## src/rtl/pulse_burst_pkg.sv

```systemverilog
// Shared types and defaults for the pulse-burst generator.
package pulse_burst_pkg;

   localparam int DEFAULT_WIDTH     = 32;
   localparam int DEFAULT_DUR_WIDTH = 8;

   typedef enum logic [1:0] {
      IDLE = 2'd0,
      HIGH = 2'd1,
      LOW  = 2'd2
   } state_t;

endpackage

```

## src/rtl/phase_timer.sv

```systemverilog
// Phase-length down-counter: loads max(dur, 1) and flags the final cycle of the phase.
module phase_timer
   import pulse_burst_pkg::*;
#(
   parameter int DUR_WIDTH = DEFAULT_DUR_WIDTH
) (
   input  logic                 clk,
   input  logic                 rst,
   input  logic                 load,
   input  logic [DUR_WIDTH-1:0] dur,
   output logic                 expire
);

   logic [DUR_WIDTH-1:0] remain_reg;

   always_ff @(posedge clk or posedge rst) begin
      if (rst) begin
         remain_reg <= '0;
      end else if (load) begin
         // a zero duration still occupies one cycle
         remain_reg <= (dur == '0) ? DUR_WIDTH'(1) : dur;
      end else if (remain_reg != '0) begin
         remain_reg <= remain_reg - DUR_WIDTH'(1);
      end
   end

   assign expire = (remain_reg == DUR_WIDTH'(1));

endmodule

```

## src/rtl/pulse_burst_gen.sv

```systemverilog
// Programmable pulse-burst generator: N pulses of H high / L low cycles, then a done strobe.
module pulse_burst_gen
   import pulse_burst_pkg::*;
#(
   parameter int WIDTH     = DEFAULT_WIDTH,
   parameter int DUR_WIDTH = DEFAULT_DUR_WIDTH
) (
   input  logic                 clk,
   input  logic                 rst,
   input  logic                 start,
   input  logic                 stop,
   input  logic [WIDTH-1:0]     count,
   input  logic [DUR_WIDTH-1:0] high_cycles,
   input  logic [DUR_WIDTH-1:0] low_cycles,
   output logic                 ready,
   output logic                 pulse,
   output logic [WIDTH-1:0]     emitted,
   output logic                 done
);

   state_t               state_reg;
   logic [WIDTH-1:0]     remain_reg;
   logic [DUR_WIDTH-1:0] high_reg;
   logic [DUR_WIDTH-1:0] low_reg;

   logic                 timer_load;
   logic [DUR_WIDTH-1:0] timer_dur;
   logic                 expire;
   logic                 last_pulse;

   assign last_pulse = (remain_reg == WIDTH'(1));

   // The timer is reloaded on every phase entry; on accept it takes the live input
   // because the latched copy is only written at that same edge.
   always_comb begin
      timer_load = 1'b0;
      timer_dur  = high_cycles;
      case (state_reg)
         IDLE: begin
            timer_load = start && (count != '0);
         end
         HIGH: begin
            timer_dur  = low_reg;
            timer_load = !stop && expire && !last_pulse;
         end
         LOW: begin
            timer_dur  = high_reg;
            timer_load = !stop && expire;
         end
         default: ;
      endcase
   end

   phase_timer #(
      .DUR_WIDTH(DUR_WIDTH)
   ) u_timer (
      .clk   (clk),
      .rst   (rst),
      .load  (timer_load),
      .dur   (timer_dur),
      .expire(expire)
   );

   always_ff @(posedge clk or posedge rst) begin
      if (rst) begin
         state_reg  <= IDLE;
         remain_reg <= '0;
         high_reg   <= '0;
         low_reg    <= '0;
         ready      <= 1'b1;
         pulse      <= 1'b0;
         emitted    <= '0;
         done       <= 1'b0;
      end else begin
         done <= 1'b0;
         case (state_reg)
            IDLE: begin
               if (start) begin
                  high_reg   <= high_cycles;
                  low_reg    <= low_cycles;
                  remain_reg <= count;
                  emitted    <= '0;
                  if (count == '0) begin
                     done <= 1'b1;
                  end else begin
                     state_reg <= HIGH;
                     ready     <= 1'b0;
                     pulse     <= 1'b1;
                  end
               end
            end
            HIGH: begin
               // abort wins even on the last high cycle, so that pulse is not counted
               if (stop) begin
                  state_reg <= IDLE;
                  ready     <= 1'b1;
                  pulse     <= 1'b0;
                  done      <= 1'b1;
               end else if (expire) begin
                  emitted    <= emitted + WIDTH'(1);
                  remain_reg <= remain_reg - WIDTH'(1);
                  pulse      <= 1'b0;
                  if (last_pulse) begin
                     state_reg <= IDLE;
                     ready     <= 1'b1;
                     done      <= 1'b1;
                  end else begin
                     state_reg <= LOW;
                  end
               end
            end
            LOW: begin
               if (stop) begin
                  state_reg <= IDLE;
                  ready     <= 1'b1;
                  pulse     <= 1'b0;
                  done      <= 1'b1;
               end else if (expire) begin
                  state_reg <= HIGH;
                  pulse     <= 1'b1;
               end
            end
            default: begin
               state_reg <= IDLE;
               ready     <= 1'b1;
               pulse     <= 1'b0;
            end
         endcase
      end
   end

endmodule

```

## config.mk

```make
export PLATFORM = sky130hd
export DESIGN_NAME = pulse_burst_gen
export DESIGN_NICKNAME = d
export VERILOG_FILES = /design/src/rtl/pulse_burst_pkg.sv /design/src/rtl/phase_timer.sv /design/src/rtl/pulse_burst_gen.sv
export SDC_FILE = /design/constraint.sdc
export NUM_CORES = 1
export LEC_CHECK = 0
export CAP_MARGIN = 20
export CORE_UTILIZATION = 50
export CTS_BUF_LIST = sky130_fd_sc_hd__clkbuf_4
export DETAILED_ROUTE_END_ITERATION = 8
export PLACE_DENSITY = 0.79
export SKIP_LAST_GASP = 1
export SLEW_MARGIN = 10
export SYNTH_ARGS = -nofsm -noshare
export SYNTH_HDL_FRONTEND = slang
export SYNTH_SLANG_ARGS = --single-unit
```

## constraint.sdc

```tcl
create_clock -name clk -period 3.11 [get_ports clk]
set_clock_uncertainty 0.1 [all_clocks]
set_input_delay 0.7775 -clock clk [delete_from_list [all_inputs] [get_ports clk]]
set_output_delay 0.7775 -clock clk [all_outputs]
set_load 0.01 [all_outputs]
```

==> reports/qor.csv <==
stage,metric,value,unit
yosys,Netlist cell types,52,
yosys,Synth Area in XOR/XNOR,0.0511,
drt,Vias,4922,
drt,met3 WL post-DR,520,µm
power_and_ir_drop,Reg power frac,0.412,
place,DP Area,6380,µm²
yosys,number of synthesized register bits,93,
yosys,adder-cell share of the synthesized area,0.0212,
worst_hold_path,HP Class,reg2reg,
global_route,global route overflow,0,
sta,max_slew headroom,0.528,
sta,Worst-Margin Slew,0.707,ns
drt,met2 routed WL,6550,µm
yosys,post-synthesis simple-gate area fraction,0.233,
die,Placement Rows,37,
drt,post-route ant nets,0,
yosys,register area share after synthesis,0.438,
drt,Pre-antenna DRT Iters,5,
power_and_ir_drop,Cell Int Power,2.83,mW
sta,Final setup viols,0,
sta,RSZ-0062 raised after global routing,false,
yosys,list of most frequent post-synthesis cells,"92 x dfrtp_1, 62 x nor2_1, 57 x nand2_1",
cts,Hold Buf Count CTS,0,
cts,htree depth,3,
die,Die ar.,11000,µm²
sta,fin crit period,2.63,ns
setup_path,CP cell instances,clkdlybuf4s50_1 > nor4_1 > nand2_1 > nor4_1 > buf_4 > o22a_1 > o22a_1 > buf_4 > mux2i_1,
yosys,ys async rst share,1.00,
cts,Clock Latency Late Sink,0.43,ns
power_and_ir_drop,pwr/cell area,757,nW/µm²
yosys,mux contribution to synthesized area,0.0638,
yosys,"top cells by area, synth","dfrtp_1 43%, nor2_1 4.4%, a21oi_1 4.2%, mux2_2 4.0%, nand2_1 4.0%",
layout,fin cells,824,
power_and_ir_drop,Clock power frac,0.134,
drt,final WL,13300,µm
die,die height,105,µm
global_route,vias in the first global route,4576,
sta,setup TNS,0,ns
layout,Final Net Count,744,
die,initial core utilization,0.514,
sta,fmax,0.380,GHz
die,die width,105,µm
yosys,top cell type's share of synthesized area,0.433,
global_route,first-pass GRT wire length,22000,µm
setup_path,critical path required time,3.37,ns
setup_path,CP Class,in2reg,
sta,fin crit share,0.845,
yosys,Syn Nets,657,
place,Inst Count DP,808,
cts,clk slew on worst S/H paths,0.15,ns
yosys,Post-synth top flop,dfrtp_1,
setup_path,Startpoint Class,primary input,
yosys,average cell area after synthesis,8.91,µm²
cts,CTS max path bufs,2,
setup_path,"CP delay by family, top",buffers and inverters,
yosys,"EDFF count, synth",0,
power_and_ir_drop,Comb pwr share,0.453,
cts,Post-CTS Resized,0,
yosys,Yosys top cell by area,dfrtp_1,
setup_path,"critical path fanouts, max",6,
run,Max-Cap Viols,0,
global_route,initial antenna violation count,0,
run_status,status,finished clean,
drt,Top Metal Used,met4,
drt,via/cell ratio,5.97,
layout,# fillers,861,
cts,CTS root buffer,clkbuf_4,
cts,TritonCTS clock tree,done,
power_and_ir_drop,Peak VDD IR,0.404,mV
yosys,most common cell in the netlist,dfrtp_1,
global_route,largest net degree at the start of global routing,51,
setup_path,Crit-path slowest cell,clkdlybuf4s50_1,
setup_path,CP endpoint kind,register,
sta,Final Hold Viols,0,
yosys,complex-gate fraction of the synthesized area,0.157,
yosys,Ys Warns,0,
place,IO Port Bufs,86,
yosys,synthesized cell area,5310,µm²
place,hpwl dp,9750,µm
layout,layout cells sized above 1,0.0930,
global_route,GRT Util Overall,0.246,
setup_path,"slowest stage delay, CP",0.44,ns
cts,setup repair bufs after CTS,0,
power_and_ir_drop,Psw,2.10,mW
power_and_ir_drop,LEAKAGE,2.62,nW
setup_path,Worst Path Arrival,2.89,ns
cts,Clock Sinks,93,
power_and_ir_drop,switch share,0.426,
sta,Pins Over Slew Limit,0,
place,gpl congestion,0.909,
layout,Layout area overhead,22.8,%
power_and_ir_drop,Power Total,4.94,mW
layout,antenna cell count,0,
die,core region area,10300,µm²
cts,CTS buffer count,9,
place,pre-CTS setup slack,0.0401,ns
drt,initial drt markers,294,
yosys,Mapped Cells,596,
yosys,largest family of logic cells by synthesized area,simple AND/OR/NAND/NOR gates,
setup_path,Crit path buffers/inverters,3,
die,Boundary Pins,87,
drt,DRC Markers,0,
sta,Final WS setup,0.481,ns
drt,wl on met1,5960,µm
layout,design area,6520,µm²
drt,wire length per cell,16.1,µm
## per-layer routing
layer / GRT usage / vias up
met5: 0 / -
met4: 0.0835 / 0
met3: 0.0256 / 22
met2: 0.416 / 153
met1: 0.331 / 2407
li1: - / 2340
## cell usage in the layout, fill, tap and decap left out, drive strengths merged, types with 3 or more instances in the layout
cell type and n:
a22oi 13, nor2 62, and3 9, a21oi 45
nor3 20, or4 4, or3 8, and2 5
nand4 16, clkbuf 10, nand2 57, a31oi 4
nand3 30, clkinvlp 5, mux2i 11, dfrtp 92
o22a 9, clkdlybuf4s50 86, nor4 22, mux2 20
o22ai 11, a2bb2oi 3, xnor2 10, ha 9
o21ai 36, inv 16, nand2b 5, buf 19
xor2 21
## area by class of cell
cell class                 instances  area, µm²  share of cell area
clock buffer                      10       75.1              0.0115
clock inverter                     6       63.8             0.00978
inverter                          18       71.3              0.0109
multi-input combinational        456       2800               0.429
sequential                        93       2330               0.357
tap                              136        170              0.0261
timing repair buffer             105       1020               0.156
## stage by stage
| step | utilization | hold slack (ns) |
|---|---|---|
| finish | 0.632 | 0.425 |
| detailed placement | 0.618 | 0.393 |
| floorplan | - | 0.380 |
| global placement | 0.618 | 0.387 |
| global route | 0.632 | 0.437 |
| CTS | 0.632 | 0.427 |
## final timing paths
kind / startpoint / endpoint / slack [ns] / cells past startpoint
setup / recovery: count[0] / u_timer.remain_reg[2]$_DFFE_PP0P_ / 0.48 / 9
hold / removal: high_reg[1]$_DFFE_PP0P_ / high_reg[1]$_DFFE_PP0P_ / 0.42 / 1
setup reg to reg: remain_reg[0]$_DFFE_PP0P_ / remain_reg[22]$_DFFE_PP0P_ / 0.50 / 9
hold reg to reg: high_reg[1]$_DFFE_PP0P_ / high_reg[1]$_DFFE_PP0P_ / 0.42 / 1
max in group asynchronous: rst / remain_reg[17]$_DFFE_PP0P_ / 1.68 / 3
min in group asynchronous: rst / emitted[17]$_DFFE_PP0P_ / 0.50 / 2
## cell families (layout without fill, tap and decap cells)
family          count (synthesis)  count (layout)
fa+ha+maj                       9               9
simple gates                  249             249
compound gates                136             136
mux                            31              31
xor+xnor                       31              31
buf+inv                        47             139
flops                          93              93
## power by group through the flow
stage,Combinational [mW],Clock (mW),Sequential [mW]
final,2.24,0.663,2.04
after global routing,2.49,0.720,2.08
after CTS,2.22,0.679,2.02
after detailed placement,2.22,0,2.04
after global placement,2.14,0,2.02
after floorplan,1.70,0,1.93
## worst reg2reg max path: cells and delay by family, from the launching register on
| kind | cells | cell delay, ns |
|---|---|---|
| compound gates | 2 | 0.30 |
| simple gates | 4 | 1.18 |
| buf+inv | 2 | 0.34 |
| flops | 1 | 0.44 |
| fa+ha+maj | 1 | 0.21 |
Power figures use the tool's default switching activity.
